--- src/rtl/rx_seek_pkg.sv ---
`default_nettype none
// +------------------------------------------------------------------------+
// | Package  : rx_seek_pkg                                                 |
// | Purpose  : Constants and types shared by the RX window builder/seeker. |
// | Revision : 1.0 - initial release                                       |
// +------------------------------------------------------------------------+
package rx_seek_pkg;

  localparam int WINDOW_W = 67;
  localparam int BLOCK_W  = 66;
  localparam int HDR_W    = 2;
  localparam int POS_W    = 7;

  typedef logic [WINDOW_W-1:0] window_t;

endpackage : rx_seek_pkg
`default_nettype wire

--- src/rtl/rx_window_builder_if.sv ---
`default_nettype none
// +------------------------------------------------------------------------+
// | Interface : rx_window_builder_if                                       |
// | Purpose   : Word input and window output bundle for rx_window_builder. |
// |             bitslip_i exists only when RX_BITSLIP_EN is defined.       |
// | Revision  : 1.0 - initial release                                      |
// +------------------------------------------------------------------------+
interface rx_window_builder_if #(
  parameter int WORD_W = 32
) ();
  import rx_seek_pkg::*;

  logic [WORD_W-1:0] data_i;
  logic              data_dv;
`ifdef RX_BITSLIP_EN
  logic              bitslip_i;
`endif
  logic              buffer_dv;
  window_t           buffer;

`ifdef RX_BITSLIP_EN
  modport master (output data_i, data_dv, bitslip_i, input  buffer_dv, buffer);
  modport slave  (input  data_i, data_dv, bitslip_i, output buffer_dv, buffer);
`else
  modport master (output data_i, data_dv, input  buffer_dv, buffer);
  modport slave  (input  data_i, data_dv, output buffer_dv, buffer);
`endif

endinterface : rx_window_builder_if
`default_nettype wire

--- src/rtl/rx_window_builder.sv ---
`default_nettype none
// +------------------------------------------------------------------------+
// | Module   : rx_window_builder                                           |
// | Purpose  : Packs RX words into 67-bit windows overlapping by one bit.   |
// |            Optional bit-slip support under macro RX_BITSLIP_EN.        |
// | Revision : 1.0 - initial release                                       |
// +------------------------------------------------------------------------+
module rx_window_builder
  import rx_seek_pkg::*;
#(
  parameter int WORD_W = 32
) (
  input  wire logic           clk_i,
  input  wire logic           rst_i,
  rx_window_builder_if.slave  bus
);

  // Only the low BLOCK_W bits survive a cycle; the upper WORD_W bits of the
  // shifted store are consumed by the window extraction in the same cycle.
  logic [BLOCK_W-1:0]        r_store;
  logic [POS_W-1:0]          r_count;
  logic                      r_buffer_dv;
  window_t                   r_buffer;

  logic [POS_W-1:0]          w_count_eff;
  logic [WORD_W+BLOCK_W-1:0] w_store_shift;
  logic [7:0]                w_n;
  logic                      w_emit;
  window_t                   w_window;
  logic [POS_W-1:0]          w_count_next;

`ifdef RX_BITSLIP_EN
  // Dropping the oldest bit is just forgetting it: shrink the valid count.
  assign w_count_eff = r_count - POS_W'(bus.bitslip_i && (r_count != '0));
`else
  assign w_count_eff = r_count;
`endif

  always_comb begin
    w_store_shift = {r_store, bus.data_i};
    w_n           = 8'(w_count_eff) + 8'(WORD_W);
    w_emit        = (w_n >= 8'(WINDOW_W));
    w_window      = WINDOW_W'(w_store_shift >> (w_n - 8'(WINDOW_W)));
    w_count_next  = w_emit ? POS_W'(w_n - 8'(BLOCK_W)) : POS_W'(w_n);
  end

  always_ff @(posedge clk_i) begin
    if (rst_i) begin
      r_store     <= '0;
      r_count     <= '0;
      r_buffer_dv <= 1'b0;
      r_buffer    <= '0;
    end else begin
      r_buffer_dv <= 1'b0;
      if (bus.data_dv) begin
        r_store <= w_store_shift[BLOCK_W-1:0];
        r_count <= w_count_next;
        if (w_emit) begin
          r_buffer_dv <= 1'b1;
          r_buffer    <= w_window;
        end
      end else begin
        r_count <= w_count_eff;
      end
    end
  end

  assign bus.buffer_dv = r_buffer_dv;
  assign bus.buffer    = r_buffer;

endmodule : rx_window_builder
`default_nettype wire

--- src/flat_wrapper.sv ---
// flat-port wrapper written by rule: the top's interface ports become plain ports
module rx_window_builder_flat import rx_seek_pkg::*;
#(
  parameter int WORD_W = 32
)
  (clk_i, rst_i, bus_data_i, bus_data_dv, bus_buffer_dv, bus_buffer);
  rx_window_builder_if #(.WORD_W(WORD_W)) bus_i ();
  input  wire logic clk_i;
  input  wire logic rst_i;
  input wire logic [$bits(bus_i.data_i)-1:0] bus_data_i;
  input wire logic [$bits(bus_i.data_dv)-1:0] bus_data_dv;
  output wire logic [$bits(bus_i.buffer_dv)-1:0] bus_buffer_dv;
  output wire logic [$bits(bus_i.buffer)-1:0] bus_buffer;
  assign bus_i.data_i = bus_data_i;
  assign bus_i.data_dv = bus_data_dv;
  assign bus_buffer_dv = bus_i.buffer_dv;
  assign bus_buffer = bus_i.buffer;
  rx_window_builder #(.WORD_W(WORD_W)) u_core (.clk_i(clk_i), .rst_i(rst_i), .bus(bus_i));
endmodule
--- config.mk ---
export PLATFORM = sky130hd
export DESIGN_NAME = rx_window_builder_flat
export DESIGN_NICKNAME = d
export VERILOG_FILES = /design/src/rtl/rx_seek_pkg.sv /design/src/rtl/rx_window_builder_if.sv /design/src/rtl/rx_window_builder.sv /design/src/flat_wrapper.sv
export SDC_FILE = /design/constraint.sdc
export NUM_CORES = 1
export LEC_CHECK = 0
export BUFFER_PORTS_ARGS = -buffer_cell sky130_fd_sc_hd__clkbuf_2
export CAP_MARGIN = 40
export CORE_ASPECT_RATIO = 0.6
export CORE_MARGIN = 2
export CORE_UTILIZATION = 24
export CTS_BUF_LIST = sky130_fd_sc_hd__clkbuf_8
export DETAILED_ROUTE_END_ITERATION = 16
export GPL_TIMING_DRIVEN = 1
export SETUP_SLACK_MARGIN = 0.02
export SYNTH_ARGS = -nofsm -noshare
export SYNTH_HDL_FRONTEND = slang
export SYNTH_SLANG_ARGS = --single-unit
--- constraint.sdc ---
create_clock -name clk_i -period 11.1 [get_ports clk_i]
set_input_delay 2.22 -clock clk_i [delete_from_list [all_inputs] [get_ports clk_i]]
set_output_delay 2.22 -clock clk_i [all_outputs]
set_load 0.005 [all_outputs]
==> results of run 1 <==
[per-stage QoR]
step	cells	setup WS [ns]	cell area, µm²
6_report	1768	6.555	12030
5_1_grt	1768	6.482	12030
4_1_cts	1768	6.825	12030
3_5_place_dp	1736	6.354	11620
3_3_place_gp	1733	6.417	11560
2_1_floorplan	1134	7.132	10570
[cell families (layout without fill, tap and decap cells)]
logic type,after synthesis,in the layout
DFF,140,140
xor gates and xnor gates,10,10
AOI/OAI and AO/OA,235,235
and+or+nand+nor,302,302
buffers and inverters,112,167
adders and majority gates,6,6
muxes,329,329
[report_power, final]
group / leakage, nW / internal (mW) / switching, mW / total [mW]
Clock: 0.209 / 0.221 / 0.228 / 0.449
Combinational: 3.16 / 0.641 / 1.11 / 1.75
Sequential: 1.14 / 0.528 / 0.0566 / 0.585
Total: 4.51 / 1.39 / 1.40 / 2.79
[path summary, 6_finish.rpt]
check / to / slack, ns / start / cells after the start
worst max-delay path: u_core.bus.buffer[33] / 6.55 / u_core.r_count[2] / 10
worst min-delay path: u_core.bus.buffer[52] / 0.46 / u_core.bus.buffer[52] / 1
worst max register to register: u_core.bus.buffer[33] / 6.55 / u_core.r_count[2] / 10
worst min register to register: u_core.bus.buffer[52] / 0.46 / u_core.bus.buffer[52] / 1
[area by class of cell]
cell class,count,area (µm²)
repair buffers,124,724.4
fillers,4642,31380
well taps,579,724.4
flip-flops and latches,140,2808
clock buffers,17,234.0
multi-input cells,882,7323
inverters,11,42.54
clock inverters,15,171.4
[cells in the final DEF (no fill, tap or decap), types with 10 or more instances in the layout]
cell type / synthesis / routed
sky130_fd_sc_hd__nor2_1: 129 / 128
sky130_fd_sc_hd__o211ai_1: 26 / 26
sky130_fd_sc_hd__inv_1: 10 / 11
sky130_fd_sc_hd__mux2_2: 67 / 67
sky130_fd_sc_hd__a21oi_1: 33 / 33
sky130_fd_sc_hd__nand3_1: 23 / 23
sky130_fd_sc_hd__buf_4: 8 / 21
sky130_fd_sc_hd__o21ai_1: 11 / 11
sky130_fd_sc_hd__a22oi_1: 18 / 18
sky130_fd_sc_hd__clkbuf_8: 0 / 17
sky130_fd_sc_hd__a2bb2oi_1: 10 / 10
sky130_fd_sc_hd__mux2i_1: 206 / 206
sky130_fd_sc_hd__nand2_1: 113 / 113
sky130_fd_sc_hd__clkbuf_2: 0 / 100
sky130_fd_sc_hd__dfxtp_1: 140 / 138
sky130_fd_sc_hd__o21ai_0: 43 / 43
sky130_fd_sc_hd__mux4_2: 56 / 56
[registers in the layout, summed over array words and instances (netlist names)]
signal / flops
u_core.bus.buffer: 67
u_core.r_store: 66
u_core.r_count: 6
u_core.bus.buffer_dv: 1
[layer usage]
layer	wire length (µm)	global-route usage, %
met1	17980	25.18
met2	16660	23.81
met3	4283	5.479
met4	456	3.502
met5	0	0
[worst max-delay path: stages (launching register included)]
cell and delay, ns:
sky130_fd_sc_hd__dfxtp_4 0.72, sky130_fd_sc_hd__inv_1 0.36, sky130_fd_sc_hd__ha_1 0.44, sky130_fd_sc_hd__xnor2_2 0.36
sky130_fd_sc_hd__buf_6 0.25, sky130_fd_sc_hd__buf_4 0.72, sky130_fd_sc_hd__mux4_2 0.47, sky130_fd_sc_hd__mux2i_1 0.37
sky130_fd_sc_hd__nand2_1 0.12, sky130_fd_sc_hd__o21ai_0 0.32, sky130_fd_sc_hd__a22o_1 0.24
==> run_results.csv, run 1 <==
group,metric,value,unit
floorplan,fp-row-count,59,
sta,rsz0062_at_grt,"false",
synthesis,synthXorXnorAreaFrac,0.8995,%
clocking,clock_latency,0.50,ns
sta,achievable-frequency,220.0,MHz
synthesis,synth-edff-count,0,
synthesis,synthesized_area_fraction_occupied_by_ao_oa_aoi_and_oai_cells,16.50,%
clocking,worst_case_clock_buffer_depth,2,
critical_path,critPathRequiredTime,11.54,ns
routing,route.final.wire_length,39380,µm
sta,final.min_clock_period,4.545,ns
placed_design,dp_hpwl,30000,µm
grt,grt_first_pass_wirelength,58980,µm
clocking,cts_resized,0,
power_and_ir_drop,power.static_leakage,4.512,nW
run_status,outcome,"finished clean",
critical_path,cp-start-kind,"register",
grt,first_global_vias,8863,
clocking,ctsHtreeMaxLevel,4,
sta,report.final.slew_viol_count,0,
clocking,cts_post_setup_buffers_inserted,0,
synthesis,synth_ff_type,"sky130_fd_sc_hd__dfxtp_1",
synthesis,asyncSetResetFlopFracSynth,0,%
routing,routedWlPerCell,22.27,µm
routing,drt-pass1-iter-count,8,
critical_path,crit_path_end_kind,"register",
synthesis,sequential_area_share_after_synthesis,26.51,%
critical_path,critical_path_arrival,4.99,ns
grt,gr-total-overflow,0,
routing,drcViolationCount,0,
power_and_ir_drop,finalPower,2.787,mW
clocking,tritoncts,"built",
clocking,cts.clk_slew.worst_paths,0.09,ns
finish,antenna-diode-count,0,
synthesis,synth-adder-area-share,0.7101,%
synthesis,syn_avg_cell_area,9.322,µm²
synthesis,synth_largest_type_area_fraction,26.51,%
synthesis,netlist_instances,1134,
grt,grt_max_degree,78,
sta,final-setup-viol-count,0,
critical_path,worst-path-max-fanout,76,
synthesis,synth_top_area_cell,"sky130_fd_sc_hd__dfxtp_1",
placed_design,gp_routability_congestion,0.9697,
sta,clock_skew,0.01694,ns
synthesis,post_synth_instance_area,10570,µm²
flow_run,maxCapViolCount,0,
finish,fin_util,27.71,%
sta,worst_hold_slack,0.4595,ns
finish,net_count_of_the_finished_layout,1217,
synthesis,dominant_combinational_cell_family_by_area_after_synthesis,"multiplexers",
grt,grt_usage,17.03,%
synthesis,post-synth-top-count-cell,"sky130_fd_sc_hd__mux2i_1",
floorplan,die-height,166.6,µm
floorplan,die_x,274.9,µm
floorplan,core_area,43410,µm²
synthesis,ys_types,70,
clocking,clock_tree.root_cell,"sky130_fd_sc_hd__clkbuf_8",
sta,max_slew.worst_pin.slew,0.9424,ns
power_and_ir_drop,power.density,231.7,nW/µm²
placed_design,buffer_ports.inserted,102,
synthesis,ys_top_cells_by_area,"sky130_fd_sc_hd__dfxtp_1 (27%), sky130_fd_sc_hd__mux2i_1 (20%), sky130_fd_sc_hd__mux4_2 (12%)",
synthesis,yosys.area_share.simple,12.01,%
synthesis,post_synth_mux_area_share,38.57,%
clocking,tritoncts_num_sinks,140,
routing,final_antenna_net_count,0,
sta,setup_total_negative_slack,0,ns
routing,post_drt_via_cell_ratio,5.445,
synthesis,syn_nets,1175,
sta,period_share,40.95,%
sta,finalHoldViolCount,0,
floorplan,initial_utilization,24.35,%
finish,drive_above_1_share,25.57,%
sta,slew_headroom,37.17,%
routing,initialDrtViolationCount,1199,
synthesis,yosys_register_bits,140,
clocking,tritoncts.num_buffers,17,
worst_hold_path,holdCritPathClass,"register to register",
power_and_ir_drop,worst_ir_drop_vdd,156.3,µV
grt,grt_antenna_before_repair,0,
clocking,number_of_hold_buffers_added_after_cts,0,
floorplan,die_area,45800,µm²
synthesis,yosys_warnings,0,
routing,route.vias.total,9626,
floorplan,ios,103,
finish,layout-area-overhead-vs-synth,13.78,%
critical_path,class_of_the_most_critical_setup_path,"register to register",
synthesis,synthTopCellsByCount,"sky130_fd_sc_hd__mux2i_1 (206), sky130_fd_sc_hd__dfxtp_1 (140), sky130_fd_sc_hd__nor2_1 (129)",
(Power assumes the default switching activity.)
==> inputs of run 2 (changes only) <==
==> constraint.sdc (replaced) <==
create_clock -name clk_i -period 4.2 [get_ports clk_i]
set_input_delay 0.84 -clock clk_i [delete_from_list [all_inputs] [get_ports clk_i]]
set_output_delay 0.84 -clock clk_i [all_outputs]
set_load 0.005 [all_outputs]
==> run_results.csv, run 2 (synthesized netlist as in run 1, its figures left out) <==
group,metric,value,unit
worst_hold_path,holdCritPathClass,"register to register",
finish,layout.cells.most_common_list,"sky130_fd_sc_hd__mux2i_1 (206), sky130_fd_sc_hd__dfxtp_1 (138), sky130_fd_sc_hd__nor2_1 (128), sky130_fd_sc_hd__nand2_1 (113), sky130_fd_sc_hd__clkbuf_2 (100)",
sta,worst_slack,0.8555,ns
finish,post-route-cell-area,12160,µm²
clocking,number_of_hold_buffers_added_after_cts,0,
finish,multi_input_area,7323,µm²
critical_path,class_of_the_most_critical_setup_path,"register to register",
power_and_ir_drop,worst_ir_drop_vdd,327.5,µV
sta,setup_total_negative_slack,0,ns
routing,post_drt_via_cell_ratio,5.525,
grt,grt_usage,17.19,%
finish,layout.area.seq,2808,µm²
critical_path,worst-path-max-fanout,28,
clocking,cts_resized,0,
floorplan,fp-row-count,59,
sta,period_share,79.63,%
routing,drcViolationCount,0,
sta,achievable-frequency,299.0,MHz
floorplan,core_area,43410,µm²
routing,drt-pass1-iter-count,5,
finish,drive_above_1_share,26.29,%
sta,rsz0062_at_grt,"false",
clocking,tritoncts,"built",
power_and_ir_drop,power.static_leakage,4.582,nW
floorplan,ios,103,
clocking,clock_latency,0.50,ns
placed_design,dp_hpwl,31070,µm
finish,net_count_of_the_finished_layout,1226,
clocking,worst_case_clock_buffer_depth,2,
run_status,outcome,"finished clean",
power_and_ir_drop,power.density,621.3,nW/µm²
routing,route.final.wire_length,40170,µm
clocking,tritoncts.num_buffers,17,
placed_design,placed_cells_incl_taps,1745,
finish,antenna-diode-count,0,
floorplan,initial_utilization,24.35,%
floorplan,die_area,45800,µm²
floorplan,die_x,274.9,µm
clocking,tritoncts_num_sinks,140,
sta,slew_headroom,37.84,%
finish,number_of_flip_flops_under_the_largest_register_name,67,
floorplan,die-height,166.6,µm
routing,final_antenna_net_count,0,
routing,initialDrtViolationCount,1538,
placed_design,placed_cell_area,11720,µm²
sta,clock_skew,0.01517,ns
critical_path,regToRegSetupSlack,0.86,ns
finish,fillerInstances,4573,
critical_path,cp-start-kind,"register",
critical_path,critical_path_arrival,3.75,ns
finish,final_cell_count_no_fill,1777,
clocking,cts.clk_slew.worst_paths,0.08,ns
sta,report.final.slew_viol_count,0,
grt,gr-total-overflow,0,
critical_path,crit_path_end_kind,"register",
placed_design,dpl_worst_slack,0.9687,ns
routing,routedWlPerCell,22.61,µm
flow_run,maxCapViolCount,0,
power_and_ir_drop,finalPower,7.555,mW
clocking,ctsHtreeMaxLevel,4,
grt,first_global_vias,9181,
sta,final.min_clock_period,3.344,ns
finish,layout-area-overhead-vs-synth,15.02,%
grt,grt_max_degree,69,
sta,final-setup-viol-count,0,
critical_path,critPathRequiredTime,4.61,ns
placed_design,buffer_ports.inserted,102,
grt,grt_first_pass_wirelength,59830,µm
grt,grt_antenna_before_repair,0,
routing,route.vias.total,9818,
finish,layout_commonest_cell,"sky130_fd_sc_hd__mux2i_1",
placed_design,gp_routability_congestion,0.9735,
worst_hold_path,hold-path-cell-count,2,
critical_path,worst-r2r-cell-count,10,
sta,finalHoldViolCount,0,
clocking,cts_post_setup_buffers_inserted,0,
sta,max_slew.worst_pin.slew,0.9226,ns
clocking,clock_tree.root_cell,"sky130_fd_sc_hd__clkbuf_8",
[run 2: changes by cell type in the layout (fill, tap and decap cells not counted), sizes merged]
cell      change
buf           +9
clkinvlp      -2
clkinv        -4
inv           +5
clkbuf        +1
[run 2: worst max-delay path: stages, from the launching register on]
cell and delay [ns]:
sky130_fd_sc_hd__dfxtp_1 0.45, sky130_fd_sc_hd__inv_1 0.15, sky130_fd_sc_hd__ha_1 0.35, sky130_fd_sc_hd__xnor2_2 0.26, sky130_fd_sc_hd__buf_4 0.38, sky130_fd_sc_hd__buf_4 0.36, sky130_fd_sc_hd__mux2_2 0.39, sky130_fd_sc_hd__a221o_1 0.38
sky130_fd_sc_hd__nor2_1 0.23, sky130_fd_sc_hd__a211oi_1 0.11, sky130_fd_sc_hd__o22ai_1 0.17
[run 2: routing by layer]
layer | routed length [µm] | GRT usage, % | share of wire (%) | vias up
met5 | 0 | 0 | 0 | -
met4 | 388 | 2.538 | 0.97 | 0
met3 | 4876 | 5.854 | 12 | 31
met2 | 16760 | 24.36 | 42 | 563
met1 | 18150 | 25.29 | 45 | 4865
li1 | - | - | - | 4359
[run 2: power breakdown]
part / switching, mW / internal [mW]
logic: 2.99 / 1.78
registers: 0.111 / 1.40
clock network: 0.645 / 0.631
[run 2: cell type report]
class	instances	area share [%]
clock buffers	18	2.037
flip-flops and latches	140	23.09
repair buffers	133	6.719
multi-input cells	882	60.23
well taps	579	5.958
clock inverters	14	1.616
inverters	11	0.3499
[run 2: worst paths after layout]
check,startpoint,endpoint
setup / recovery,u_core.r_count[3],u_core.bus.buffer[15]
hold / removal,u_core.bus.buffer[48],u_core.bus.buffer[48]
setup reg to reg,u_core.r_count[3],u_core.bus.buffer[15]
hold reg to reg,u_core.bus.buffer[48],u_core.bus.buffer[48]
[run 2: stage by stage]
stage / hold WS [ns] / util (%)
after floorplan: 0.4437 / -
after global placement: 0.4391 / 26.84
after detailed placement: 0.4495 / 26.99
after CTS: 0.4680 / 28.01
after global routing: 0.4841 / 28.01
final: 0.4599 / 28.01
